### src/rtl/ysyx_25040129_lsu_rd_master_pkg.sv
// Shared bus response codes, load size codes and FSM encoding for the LSU read master.
package ysyx_25040129_lsu_rd_master_pkg;

    localparam logic [1:0] RESP_OKAY   = 2'b00;
    localparam logic [1:0] RESP_EXOKAY = 2'b01;
    localparam logic [1:0] RESP_SLVERR = 2'b10;
    localparam logic [1:0] RESP_DECERR = 2'b11;

    localparam logic [1:0] SIZE_B = 2'b00;
    localparam logic [1:0] SIZE_H = 2'b01;
    localparam logic [1:0] SIZE_W = 2'b10;
    localparam logic [1:0] SIZE_X = 2'b11;

    typedef enum logic [1:0] {
        ST_IDLE = 2'd0,
        ST_AR   = 2'd1,
        ST_R    = 2'd2,
        ST_RSP  = 2'd3
    } state_t;

    // The illegal size code is reported the same way as a misaligned access.
    function automatic logic misaligned(input logic [1:0] off, input logic [1:0] size);
        logic bad;
        bad = 1'b1;
        case (size)
            SIZE_B:  bad = 1'b0;
            SIZE_H:  bad = off[0];
            SIZE_W:  bad = (off != 2'b00);
            default: bad = 1'b1;
        endcase
        return bad;
    endfunction

endpackage

### src/rtl/ysyx_25040129_load_ext.sv
// Lane select and sign/zero extension of a 32-bit read beat for byte, half and word loads.
module ysyx_25040129_load_ext
    import ysyx_25040129_lsu_rd_master_pkg::*;
(
    input  logic [1:0]  off,
    input  logic [1:0]  size,
    input  logic        sext,
    input  logic [31:0] rdata,
    output logic [31:0] data
);

    logic [7:0]  byte_lane;
    logic [15:0] half_lane;

    always_comb begin
        byte_lane = rdata[7:0];
        case (off)
            2'd0:    byte_lane = rdata[7:0];
            2'd1:    byte_lane = rdata[15:8];
            2'd2:    byte_lane = rdata[23:16];
            default: byte_lane = rdata[31:24];
        endcase
        half_lane = off[1] ? rdata[31:16] : rdata[15:0];
    end

    always_comb begin
        data = rdata;
        case (size)
            SIZE_B:  data = {{24{sext & byte_lane[7]}}, byte_lane};
            SIZE_H:  data = {{16{sext & half_lane[15]}}, half_lane};
            default: data = rdata;
        endcase
    end

endmodule

### src/rtl/ysyx_25040129_lsu_rd_master.sv
// LSU read-channel master: one outstanding load, alignment check, AR/R sequencing,
// lane extraction and a cycle timeout against silent devices.
module ysyx_25040129_lsu_rd_master
    import ysyx_25040129_lsu_rd_master_pkg::*;
#(
    parameter int TIMEOUT = 1023,
    parameter int TO_W    = 10
) (
    input  logic        clk,
    input  logic        rst,
    input  logic        req_valid,
    output logic        req_ready,
    input  logic [31:0] req_addr,
    input  logic [1:0]  req_size,
    input  logic        req_signed,
    output logic        rsp_valid,
    input  logic        rsp_ready,
    output logic [31:0] rsp_data,
    output logic        rsp_err,
    output logic        rsp_to,
    output logic [31:0] araddr,
    output logic        arvalid,
    input  logic        arready,
    input  logic [31:0] rdata,
    input  logic [1:0]  rresp,
    input  logic        rvalid,
    output logic        rready
);

    state_t      state;
    state_t      state_nxt;
    logic [1:0]  size_q;
    logic        signed_q;
    logic [TO_W-1:0] cnt;
    logic [31:0] ext_data;
    logic        req_bad;
    logic        to_hit;
    logic        r_err;

    // The counter reads k-1 in the k-th cycle after accept; firing at TIMEOUT-2
    // puts the response exactly TIMEOUT cycles after the accept.
    assign to_hit  = (cnt == TO_W'(TIMEOUT - 2));
    assign req_bad = misaligned(req_addr[1:0], req_size);
    assign r_err   = (rresp != RESP_OKAY);

    assign req_ready = (state == ST_IDLE);
    assign arvalid   = (state == ST_AR);
    assign rready    = (state == ST_R);
    assign rsp_valid = (state == ST_RSP);

    ysyx_25040129_load_ext u_ext (
        .off   (araddr[1:0]),
        .size  (size_q),
        .sext  (signed_q),
        .rdata (rdata),
        .data  (ext_data)
    );

    always_ff @(posedge clk or negedge rst) begin
        if (!rst) begin
            state <= ST_IDLE;
        end else begin
            state <= state_nxt;
        end
    end

    // Timeout wins over a late arready, but a beat arriving in the last R cycle is kept.
    always_comb begin
        state_nxt = state;
        case (state)
            ST_IDLE: if (req_valid) state_nxt = req_bad ? ST_RSP : ST_AR;
            ST_AR: begin
                if (to_hit)       state_nxt = ST_RSP;
                else if (arready) state_nxt = ST_R;
            end
            ST_R:    if (rvalid || to_hit) state_nxt = ST_RSP;
            ST_RSP:  if (rsp_ready) state_nxt = ST_IDLE;
            default: state_nxt = ST_IDLE;
        endcase
    end

    always_ff @(posedge clk or negedge rst) begin
        if (!rst) begin
            araddr   <= '0;
            size_q   <= SIZE_B;
            signed_q <= 1'b0;
            cnt      <= '0;
            rsp_data <= '0;
            rsp_err  <= 1'b0;
            rsp_to   <= 1'b0;
        end else begin
            case (state)
                ST_IDLE: begin
                    if (req_valid) begin
                        araddr   <= req_addr;
                        size_q   <= req_size;
                        signed_q <= req_signed;
                        cnt      <= '0;
                        if (req_bad) begin
                            rsp_data <= '0;
                            rsp_err  <= 1'b1;
                            rsp_to   <= 1'b0;
                        end
                    end
                end
                ST_AR: begin
                    cnt <= cnt + TO_W'(1);
                    if (to_hit) begin
                        rsp_data <= '0;
                        rsp_err  <= 1'b1;
                        rsp_to   <= 1'b1;
                    end
                end
                ST_R: begin
                    cnt <= cnt + TO_W'(1);
                    if (rvalid) begin
                        rsp_data <= r_err ? 32'd0 : ext_data;
                        rsp_err  <= r_err;
                        rsp_to   <= 1'b0;
                    end else if (to_hit) begin
                        rsp_data <= '0;
                        rsp_err  <= 1'b1;
                        rsp_to   <= 1'b1;
                    end
                end
                ST_RSP: begin
                    if (rsp_ready) begin
                        rsp_data <= '0;
                        rsp_err  <= 1'b0;
                        rsp_to   <= 1'b0;
                    end
                end
                default: ;
            endcase
        end
    end

endmodule
### config.mk
export PLATFORM = sky130hd
export DESIGN_NAME = ysyx_25040129_lsu_rd_master
export DESIGN_NICKNAME = d
export VERILOG_FILES = /design/src/rtl/ysyx_25040129_lsu_rd_master_pkg.sv /design/src/rtl/ysyx_25040129_load_ext.sv /design/src/rtl/ysyx_25040129_lsu_rd_master.sv
export SDC_FILE = /design/constraint.sdc
export NUM_CORES = 1
export LEC_CHECK = 0
export BUFFER_PORTS_ARGS = -buffer_cell sky130_fd_sc_hd__buf_2
export CELL_PAD_IN_SITES_DETAIL_PLACEMENT = 2
export CELL_PAD_IN_SITES_GLOBAL_PLACEMENT = 2
export CORE_UTILIZATION = 28
export DETAILED_ROUTE_END_ITERATION = 10
export PLACE_DENSITY = 0.75
export SYNTH_ARGS = -nofsm -noshare
export SYNTH_HDL_FRONTEND = slang
export SYNTH_SLANG_ARGS = --single-unit
### constraint.sdc
create_clock -name clk -period 1.8 [get_ports clk]
set_input_delay 0.18 -clock clk [delete_from_list [all_inputs] [get_ports clk]]
set_output_delay 0.18 -clock clk [all_outputs]
set_load 0.005 [all_outputs]
== After elaboration in Yosys (flattened, before gate mapping) ==
Cells that the tools add are included.

* Add/subtract/negate cells: 1
* Eq/ne operators: 14
* Muxes and demuxes: 31
* Bitwise operators: 2
* Reductions and logical operators: 13

{| class="wikitable"
|+ Operators with widths
! cell !! number
|-
| 2-to-1 mux 32 bit || 6
|-
| case mux 32 bit (4 select lines) || 1
|-
| case mux 32 bit (2 select lines) || 1
|-
| case mux 8 bit (3 select lines) || 1
|-
| case mux 10 bit (2 select lines) || 1
|-
| 2-to-1 mux 16 bit || 1
|-
| 2-to-1 mux 2 bit || 6
|-
| adder 10 x 1 -> 10 bit, second input constant || 1
|-
| equality test 10 bit, second input constant || 1
|-
| 2-to-1 mux 10 bit || 1
|-
| 2-to-1 mux 1 bit || 9
|-
| equality test 2 x 1 -> 1 bit, second input constant || 4
|-
| equality test 2 bit, second input constant || 4
|-
| logical NOT 2 bit || 4
|-
| case mux 1 bit (4 select lines) || 2
|-
| case mux 2 bit (4 select lines) || 1
|-
| != test 2 x 1 -> 1 bit, second input constant || 3
|-
| nonzero test 2 bit || 3
|-
| AND reduction 2 bit || 2
|-
| AND reduction 4 bit || 1
|-
| != test 3 x 1 -> 1 bit, second input constant || 1
|-
| case mux 1 bit (3 select lines) || 1
|-
| AND reduction 3 bit || 1
|-
| bitwise AND 1 bit || 2
|-
| 3 further kinds || 3
|}

* Register bits after elaboration: 81
* Bits of input ports: 75
* Output and inout bits: 70
* Logic and storage cells: 69

== Depth between registers and ports, before layout ==
Gate-level depths: netlist of run 1.

* Depth in word-level cells: 7
* Gate-level depth with buffers: 8
* Mapped depth without buffers: 6

== Modules after synthesis ==
Synthesis of run 1 repeated with hierarchy kept, for this count alone.

* Cell total of the unflattened synthesis: 360
* Area total of the unflattened synthesis: 4201.5 um2

{| class="wikitable"
|+ Modules (own cells, without submodules)
! module !! times used !! cells an instance !! area an instance (um2) !! sequential area each (um2)
|-
| ysyx_25040129_lsu_rd_master || 1 || 245 || 3325.7 || 2026.9
|-
| ysyx_25040129_load_ext || 1 || 115 || 875.8 || 0.0
|}

== Worst setup path before layout of run 1 ==
No wires, ideal clock.

* Path type: reg2reg
* Start: register state[0]
* End: register rsp_data[20]
* Library setup time: 0.122 ns
* Data arrival time: 1.731 ns
* Required time: 1.678 ns
* Setup slack: -0.053 ns
* Cell stages (with the launch flop): 9
* Path buffers: 2
* Period minus slack after synthesis: 1.853 ns
* Cell sequence: dfrtp_1 -> inv_1 -> ha_1 -> nor2b_1 -> a221oi_4 -> and3_1 -> buf_4 -> buf_6 -> a32o_1

* Cells in the longest elaborated chain, start to end: 3
* Elaborated cells on any way between the ends: 9
* Those cells by class: 6 x eq/ne; 1 x mux; 2 x reduce/logical

{| class="wikitable"
|+ RTL lines
! element !! line !! RTL
|-
| start: declaration || ysyx_25040129_lsu_rd_master.sv:30 || <nowiki>state_t state;</nowiki>
|-
| start signal: assignment || ysyx_25040129_lsu_rd_master.sv:63 || <nowiki>state <= state_nxt;</nowiki>
|-
| logical NOT 2 bit (*) || n/a ||
|-
| net req_ready || ysyx_25040129_lsu_rd_master.sv:12 || <nowiki>output logic req_ready,</nowiki>
|-
| != test 2 x 1 -> 1 bit (no source line) / != test 2 bit (equally long branches) || n/a ||
|-
| AND reduction 3 bit (no source line) || n/a ||
|-
| end signal: assignment || ysyx_25040129_lsu_rd_master.sv:117 || <nowiki>rsp_data <= r_err ? 32'd0 : ext_data;</nowiki>
|-
| end: declaration || ysyx_25040129_lsu_rd_master.sv:18 || <nowiki>output logic [31:0] rsp_data,</nowiki>
|}

The timed path passes the listed nets; every way through them passes the cells marked *.
A chain may end at the register's enable or synchronous reset.

== Worst setup path in the final report of run 1 ==
* Start: register state[1]
* End: register rsp_data[8]

* Cells in the longest elaborated chain, start to end: 3
* Elaborated cells on any way between the ends: 9
* Those cells by class: 6 x eq/ne; 1 x mux; 2 x reduce/logical

{| class="wikitable"
|+ RTL lines
! element !! line !! RTL
|-
| equality test 2 bit / logical NOT 2 bit (equally long branches) || ysyx_25040129_lsu_rd_master.sv:92 || <nowiki>case (state)</nowiki>
|-
| != test 2 x 1 -> 1 bit (no source line) / != test 2 bit (equally long branches) || n/a ||
|-
| AND reduction 3 bit (no source line) || n/a ||
|}

Several ways; a longest one is shown, not always the timed one.

==> results of run 1 <==
-- cells in the mapped netlist, types with 2 or more instances --
library cell	count	area, um^2
dfrtp_1	81	2030
mux2_2	45	507
a32o_1	23	230
nand2b_1	18	113
nor2_1	18	67.6
a21oi_1	16	80.1
nand2_1	14	52.6
nor2b_1	13	81.3
a22o_1	10	87.6
buf_2	10	50.1
nor3_1	10	50.1
inv_1	9	33.8
o21ai_0	7	35.0
o21bai_1	7	52.6
or2_2	7	43.8
ha_1	6	75.1
and3_1	4	25.0
buf_4	4	30.0
clkbuf_1	4	15.0
mux2i_1	4	40.0
nand4_1	4	25.0
buf_6	3	33.8
nand3_1	3	15.0
xnor2_1	3	26.3
xor2_1	3	26.3
a221oi_4	2	52.6
o21ai_1	2	10.0
o32a_1	2	20.0
or3_1	2	12.5
-- cells by family (layout without fill, tap and decap cells) --
group / Yosys count / count (layout) / synth area share, %
AO/OA/AOI/OAI: 81 / 81 / 16.4
buffers and inverters: 31 / 203 / 4.09
flip-flops: 81 / 81 / 49.8
AND/OR/NAND/NOR: 99 / 99 / 13.2
multiplexers: 49 / 49 / 13.4
adder cells (fa/ha/maj): 6 / 6 / 1.84
XOR/XNOR: 6 / 6 / 1.29
-- layout by cell type, fill, tap and decap left out, types with 10 or more instances in the layout --
cell type / count
a22o_1: 10
nor2b_1: 11
buf_4: 29
buf_2: 143
mux2_2: 44
a21oi_1: 15
nand2_1: 14
a32o_1: 23
nand2b_1: 18
nor2_1: 18
dfrtp_1: 81
-- path summary, 6_finish.rpt --
check | endpoint | slack (ps) | depth (start not counted)
max | rsp_data[8] | -50 | 8
min | signed_q | 70 | 2
max reg2reg | rsp_data[8] | -50 | 8
min reg2reg | rsp_data[1] | 490 | 1
max in group asynchronous | araddr[0] | 850 | 3
min in group asynchronous | rsp_data[29] | 330 | 2
-- metal layers --
layer	track usage [%]	vias up	wire, um
li1	-	1626	-
met1	20.5	1745	5300
met2	30.7	98	6390
met3	4.46	18	711
met4	7.70	2	264
met5	0	-	8
-- critical path, stage by stage (launching register included) --
cell,delay [ps]
dfrtp_1,420
inv_2,80
ha_4,180
nor2b_4,130
a221oi_4,260
buf_4,160
o21ai_2,60
buf_12,170
a22o_1,250
-- cell type report --
class,count,area share (%)
Clock buffer,10,4.10
Clock inverter,5,1.46
Inverter,10,0.673
Multi-Input combinational cell,241,34.6
Sequential cell,81,36.3
Tap cell,180,4.04
Timing Repair Buffer,178,18.8
-- flip-flops by register name (all words and copies together) (netlist names) --
register and count:
rsp_to 1, size_q 2, cnt 10, araddr 32, state 2, rsp_err 1
signed_q 1, rsp_data 32
-- repair_timing --
action,4_1_cts,5_1_grt
setup endpoints to repair,36,36
pin swaps,2,2
hold buffers,1,0
endpoints found under the hold margin,29,0
gates cloned,1,0
buffers inserted,2,1
gates resized for setup,8,3
-- metrics by stage --
step                      worst slack (ps)  util [%]  power, mW  hold WS [ps]  cells
after floorplan                       29.8         -       5.24          -116    353
after global placement               -31.2      36.8       6.77           140    685
after detailed placement              -173      36.8       7.01           147    685
after CTS                            -43.0      39.6       9.15          55.5    704
after global routing                  -109      39.7       9.69          64.4    705
final                                -46.5      39.7       9.04          70.1    705
-- power groups by stage --
| stage | clock network, mW | logic [mW] | registers [mW] |
|---|---|---|---|
| CTS | 2.02 | 4.37 | 2.77 |
| finish | 1.96 | 4.34 | 2.75 |
| floorplan | 0 | 2.47 | 2.77 |
| global route | 2.09 | 4.77 | 2.83 |
| detailed placement | 0 | 4.22 | 2.79 |
| global placement | 0 | 4.03 | 2.73 |
==> impl_metrics.yaml, run 1 <==
die:
  initial_utilization_pct: 29.0
  dieArea_um2: 15000
  fp.dieW_um: 123
  dieHeight_um: 123
  rows: 43
  core_area_um2: 14000
  ios: 145
sta:
  hold_violations: 0
  fin_tns_setup_ps: -334
  slew_violations: 0
  skew_ps: 7.61
  rsz0062_at_grt: "true"
  fmax_mhz: 542
  setup_violations: 23
  max_slew.worst_pin.slew_ps: 557
  slew_headroom_pct: 62.9
  timing.final.crit_period_ps: 1850
  period_share_pct: 103
  fin_ws_ps: -46.5
drt:
  drc_errors: 0
  wl_per_cell_um: 18.0
  wl_mm: 12.7
  vias_per_cell: 4.95
  antenna_left: 0
  firstDrtPassIters: 4
  vias: 3489
  drtIter0Drc: 88
global_routing:
  gr-total-overflow: 0
  antenna_found_initial: 1
  grt_max_degree: 38
  track_usage_pct: 17.7
  grt_pass1_vias: 3843
  grt_pass1_wl_mm: 19.9
finish:
  multi_input_area_um2: 1930
  fillers: 1494
  finalNetCount: 602
  drive_gt1_share_pct: 49.3
  n_antenna_cell: 0
  register_area_um2: 2030
  syn2layout_area_growth_pct: 37.1
  stdcell_area_um2: 5580
power:
  max-vdd-ir-drop_uv: 597
  p_leak_nw: 2.71
  swShare_pct: 36.9
  power_switching_mw: 3.34
  combPwrFrac_pct: 48.0
  clkPwrFrac_pct: 21.7
  power_density_nw_per_um2: 1620
  seq_power_share_pct: 30.4
  internal_power_mw: 5.71
cts:
  cts_buffer_depth: 2
  cts_made_buffers: 9
  ctsHtreeMaxLevel: 3
  cts_tree: "done"
  cts_root_buffer: "clkbuf_16"
  clock_latency_ps: 340
  clock_sinks: 81
  clkTransAtPathRegs_ps: 60
synth:
  synth_warnings: 0
  synth.distinct_cells: 48
  ys.flop_type: "dfrtp_1"
  synth.yosys.seq_area_share_pct: 49.8
  synth_area_um2: 4070
  postSynthCellCount: 353
  avgSynthCellArea_um2: 11.5
  syn_nets: 434
  synth_edf_count: 0
  synthArstFlopShare_pct: 100
  ys_ff_latch: 81
setup_path:
  path_max_fanout: 32
  crit_type: "reg2reg"
  cp-end-kind: "flip-flop"
  worstSetupStartpoint: "state[1]"
  critical_path.startpoint_type: "flip-flop"
  required_ps: 2020
  critPathArrivalTime_ps: 2070
  reg2reg_from: "state[1]"
place:
  dpl.hpwl_mm: 9.48
  postPlaceCellArea_um2: 5170
  io_buffers: 144
  gp_congestion: 0.823
worst_hold_path:
  min_from: "req_signed"
  holdCritPathClass: "in2reg"
flow_run:
  maxCapViolCount: 0
run_status:
  status: "finished, violations left"
  violations: "negative setup slack"
No activity file was read; power rests on OpenSTA's default activity.
==> run 2, diff against run 1 <==
Settings changed: CORE_UTILIZATION 28 to 29, CTS_BUF_LIST set to sky130_fd_sc_hd__clkbuf_2 sky130_fd_sc_hd__clkbuf_4 sky130_fd_sc_hd__clkbuf_8, PLACE_DENSITY 0.75 to 0.78.
==> run 2 against run 1 <==
  * The flow still finishes with violations (negative setup slack)
  * Clock power down 21%
  * Sequential cell count unchanged
  * First-iteration DRC count up 34%
  * Count of clock-buffer cells in the layout stayed put
  * Total power down 2.5%
  * Critical path type unchanged
  * Largest cell class unchanged
  * Largest power group unchanged
==> impl_metrics.yaml, run 2 (synthesis results as in run 1) <==
cts:
  cts_made_buffers: 9
  clock_sinks: 81
  cts_tree: "done"
  ctsHtreeMaxLevel: 3
  cts_root_buffer: "clkbuf_8"
  clkTransAtPathRegs_ps: 90
  clock_latency_ps: 380
  cts_buffer_depth: 2
drt:
  antenna_left: 0
  drtIter0Drc: 118
  drc_errors: 0
  firstDrtPassIters: 4
  wl_mm: 13.0
  wl_per_cell_um: 18.5
  vias: 3498
  vias_per_cell: 5.00
setup_path:
  reg2reg_from: "state[0]"
  r2r.worst_path.cells: 8
  crit_type: "reg2reg"
  required_ps: 2070
  cp-end-kind: "flip-flop"
  critical_path.startpoint_type: "flip-flop"
  worstSetupStartpoint: "state[0]"
  reg2reg_slack_ps: -20
  path_max_fanout: 32
  critPathArrivalTime_ps: 2100
global_routing:
  grt_pass1_vias: 3908
  gr-total-overflow: 0
  antenna_found_initial: 0
  grt_pass1_wl_mm: 20.5
  track_usage_pct: 18.6
  grt_max_degree: 82
power:
  seq_power_share_pct: 31.6
  combPwrFrac_pct: 50.9
  internal_power_mw: 5.40
  power_switching_mw: 3.42
  swShare_pct: 38.8
  power_density_nw_per_um2: 1600
  clkPwrFrac_pct: 17.5
  total_power_mw: 8.81
  max-vdd-ir-drop_uv: 599
  p_leak_nw: 2.69
die:
  dieArea_um2: 14500
  fp.dieW_um: 120
  initial_utilization_pct: 30.3
  rows: 42
  core_area_um2: 13500
  dieHeight_um: 120
  ios: 145
finish:
  final_util_pct: 40.9
  layout_common_cells: "143 x buf_2, 80 x dfrtp_1, 44 x mux2_2"
  drive_gt1_share_pct: 49.6
  final_common_cell: "buf_2"
  stdcell_area_um2: 5500
  top_regs: "araddr (32), rsp_data (32), cnt (10)"
  finalNetCount: 600
  syn2layout_area_growth_pct: 35.0
  n_antenna_cell: 0
  finalNonFillerCells: 700
place:
  io_buffers: 144
  postPlaceCellArea_um2: 5150
  place_inst: 680
  dpl.hpwl_mm: 9.68
  gp_congestion: 0.763
  pre_cts_ws_ps: -110
sta:
  slew_headroom_pct: 65.4
  period_share_pct: 101
  whs_ps: 24.3
  max_slew.worst_pin.slew_ps: 518
  slew_violations: 0
  fin_tns_setup_ps: -156
  rsz0062_at_grt: "true"
  timing.final.crit_period_ps: 1820
  setup_violations: 17
  fmax_mhz: 549
  hold_violations: 0
  fin_ws_ps: -23.1
  skew_ps: 15.1
run_status:
  violations: "negative setup slack"
  status: "finished, violations left"
worst_hold_path:
  min_path_cells: 2
  holdCritPathClass: "in2reg"
  min_from: "req_addr[10]"
flow_run:
  maxCapViolCount: 0
[run 2: path summary, 6_finish.rpt]
check                                to
hold reg to reg            rsp_data[29]
min in group asynchronous  rsp_data[12]
setup / recovery           rsp_data[15]
max in group asynchronous     araddr[1]
setup reg to reg           rsp_data[15]
hold / removal               araddr[10]
[run 2: layout make-up]
type | instances | area, um^2
fillers | 1474 | 7960
flip-flops and latches | 81 | 2030
multi-input cells | 241 | 1960
repair buffers | 176 | 1020
well taps | 176 | 220
clock buffers | 10 | 138
clock inverters | 6 | 91.3
inverters | 10 | 37.5
[run 2: layer usage]
layer	up-vias	part of all wire [%]	global-route usage [%]
li1	1618	-	-
met5	-	0	0
met1	1765	41	20.8
met2	103	52	33.8
met4	0	1.3	5.32
met3	12	5.9	5.66
[run 2: repair_timing]
action | CTS | global route
pin swaps | 1 | 0
gates resized for setup | 12 | 6
endpoints found under the hold margin | 81 | 0
buffers inserted | 1 | 2
endpoints found under the setup margin | 41 | 38
cloned | 0 | 0
hold buffers | 1 | 0
[run 2: power by group through the flow]
stage	combinational (mW)	sequential (mW)	clock, mW
after floorplan	2.47	2.77	0
after global placement	4.02	2.75	0
after detailed placement	4.24	2.82	0
after CTS	4.44	2.80	1.59
after global routing	4.91	2.87	1.66
final	4.48	2.79	1.54
[run 2: worst max-delay path, stage by stage, from the launching register on]
cell and delay, ps:
dfrtp_1 410, inv_2 80, ha_4 190, nor2b_4 140
a221oi_4 270, buf_6 150, o21ai_4 50, buf_12 170
a22o_1 240
==> run 3, diff against run 2 <==
Settings changed: CORE_UTILIZATION 29 to 23, PLACE_DENSITY 0.78 to 0.64.
==> run 3 against run 2 <==
  * The run still ends with negative setup slack left
  * Sequential cell count stayed put
  * Final area is 3.5% higher
  * Global-route usage decreased by 2.6 points
  * Combinational power rose by 11%
  * Critical path depth is the same
  * Clock power is 5% lower
  * Non-clock buffer count rose by 15
  * Final cell count increased by 9.1%
  * Fmax fell by 3.7%
  * Hold slack better by 7.4 ps
  * Sequential power down 2%
  * Via count up 1.4%
==> impl_metrics.yaml, run 3 (synthesis results as in run 1) <==
sta:
  fin_ws_ps: -93.4
  period_share_pct: 105
  slew_violations: 0
  rsz0062_at_grt: "true"
  max_slew.worst_pin.slew_ps: 551
  hold_violations: 0
  whs_ps: 31.6
  setup_violations: 32
  slew_headroom_pct: 63.2
  timing.final.crit_period_ps: 1890
  fmax_mhz: 528
  skew_ps: 4.85
worst_hold_path:
  holdCritPathClass: "in2reg"
setup_path:
  rr_endpoint: "rsp_data[19]"
  worstSetupEndpoint: "rsp_data[19]"
  cpPeakStageDelay_ps: 410
  cp-end-kind: "flip-flop"
  required_ps: 2110
  crit_type: "reg2reg"
  cp_cell_sequence: "inv_2 -> ha_4 -> nor2b_4 -> a221oi_4 -> buf_4 -> and3_4 -> buf_12 -> a32o_1"
  worstSetupStartpoint: "state[0]"
  reg2reg_from: "state[0]"
  reg2reg_slack_ps: -90
  path_max_fanout: 16
  critPathArrivalTime_ps: 2200
  r2r.worst_path.cells: 8
  critical_path.startpoint_type: "flip-flop"
  cpMaxStageDelayCell: "dfrtp_1"
die:
  rows: 48
  fp.dieW_um: 135
  dieHeight_um: 135
  initial_utilization_pct: 23.5
  ios: 145
  core_area_um2: 17300
  dieArea_um2: 18200
finish:
  finalNetCount: 615
  syn2layout_area_growth_pct: 39.7
  final_util_pct: 32.9
  multi_input_area_um2: 1930
  top_regs: "araddr (32), rsp_data (32), cnt (10)"
  fillers: 1936
  drive_gt1_share_pct: 50.9
  register_area_um2: 2030
  layout_common_cells: "143 x buf_2, 81 x dfrtp_1, 45 x mux2_2"
  final_common_cell: "buf_2"
cts:
  clock_latency_ps: 370
  cts_made_buffers: 9
  clock_sinks: 81
  cts_root_buffer: "clkbuf_8"
  ctsHtreeMaxLevel: 3
  clkTransAtPathRegs_ps: 80
  cts_tree: "done"
  cts_buffer_depth: 2
power:
  power_density_nw_per_um2: 1620
  max-vdd-ir-drop_uv: 534
  p_leak_nw: 2.75
  total_power_mw: 9.20
global_routing:
  gr-total-overflow: 0
  grt_pass1_wl_mm: 21.8
  track_usage_pct: 16.0
  grt_pass1_vias: 4058
  antenna_found_initial: 3
  grt_max_degree: 39
drt:
  wl_per_cell_um: 18.3
  drtIter0Drc: 90
  firstDrtPassIters: 4
  wl_met1_mm: 5.63
  vias_per_cell: 4.64
  antenna_left: 0
  vias: 3546
  drc_errors: 0
  route.top_layer_used: "met5"
  wl_met3_um: 894
  wl_mm: 14.0
  wl_met2_mm: 7.29
place:
  gp_congestion: 0.790
  dpl.hpwl_mm: 10.3
  io_buffers: 144
run_status:
  status: "finished, violations left"
  violations: "negative setup slack"
flow_run:
  maxCapViolCount: 0
[run 3: cell types whose count changed in the layout (fill, tap and decap cells not counted), sizes merged]
cell    change
diode       +1
buf        +15
clkinv      -3
bufinv      -1
clkbuf      +3
[run 3: power by group]
part | internal, mW | switching [mW] | total, mW
Clock | 0.783 | 0.686 | 1.47
Sequential | 2.37 | 0.371 | 2.74
Combinational | 2.54 | 2.45 | 4.99
Total | 5.69 | 3.51 | 9.20
[run 3: repair_timing]
action,in CTS,in global routing
setup endpoints to repair,37,38
gates resized for setup,15,1
buffers inserted,7,1
cloned,3,0
endpoints found under the hold margin,36,0
pin swaps,12,1
hold buffers,1,0
[run 3: worst min-delay path by stage]
stage,from,to,cells past startpoint
global route,req_addr[12],araddr[12],2
finish,req_addr[8],araddr[8],2
CTS,req_addr[13],araddr[13],2
floorplan,rst,araddr[0],0
global placement,rst,rsp_data[20],1
detailed placement,rst,rsp_data[22],1
[run 3: per-layer routing]
metal  up-vias  GRT usage, %
met1      1774          17.5
met4         4          4.81
met5         -             0
met3        15          4.95
li1       1654             -
met2        99          29.4
[run 3: critical path: cells and delay by family, from the launching register on]
| family | cells | cell delay, ps |
|---|---|---|
| compound gates | 2 | 450 |
| flops | 1 | 410 |
| buf+inv | 3 | 400 |
| simple gates | 2 | 380 |
| fa+ha+maj | 1 | 180 |
[run 3: area by class of cell]
class                           instances  area share (%)
Clock buffer                           13            3.15
Inverter                               10           0.660
Antenna cell                            1          0.0440
Timing Repair Buffer                  191            21.0
Tap cell                              225            4.95
Sequential cell                        81            35.6
Multi-Input combinational cell        241            34.0
Clock inverter                          2           0.616
[run 3: stage by stage]
step	instances	worst slack (ps)	setup TNS [ps]	cell area [um^2]
floorplan	353	29.8	0	4080
global placement	736	-77.7	-1360	5270
detailed placement	736	-231	-4510	5270
CTS	762	-57.8	-1490	5680
global route	763	-180	-5330	5680
finish	764	-93.4	-2350	5690
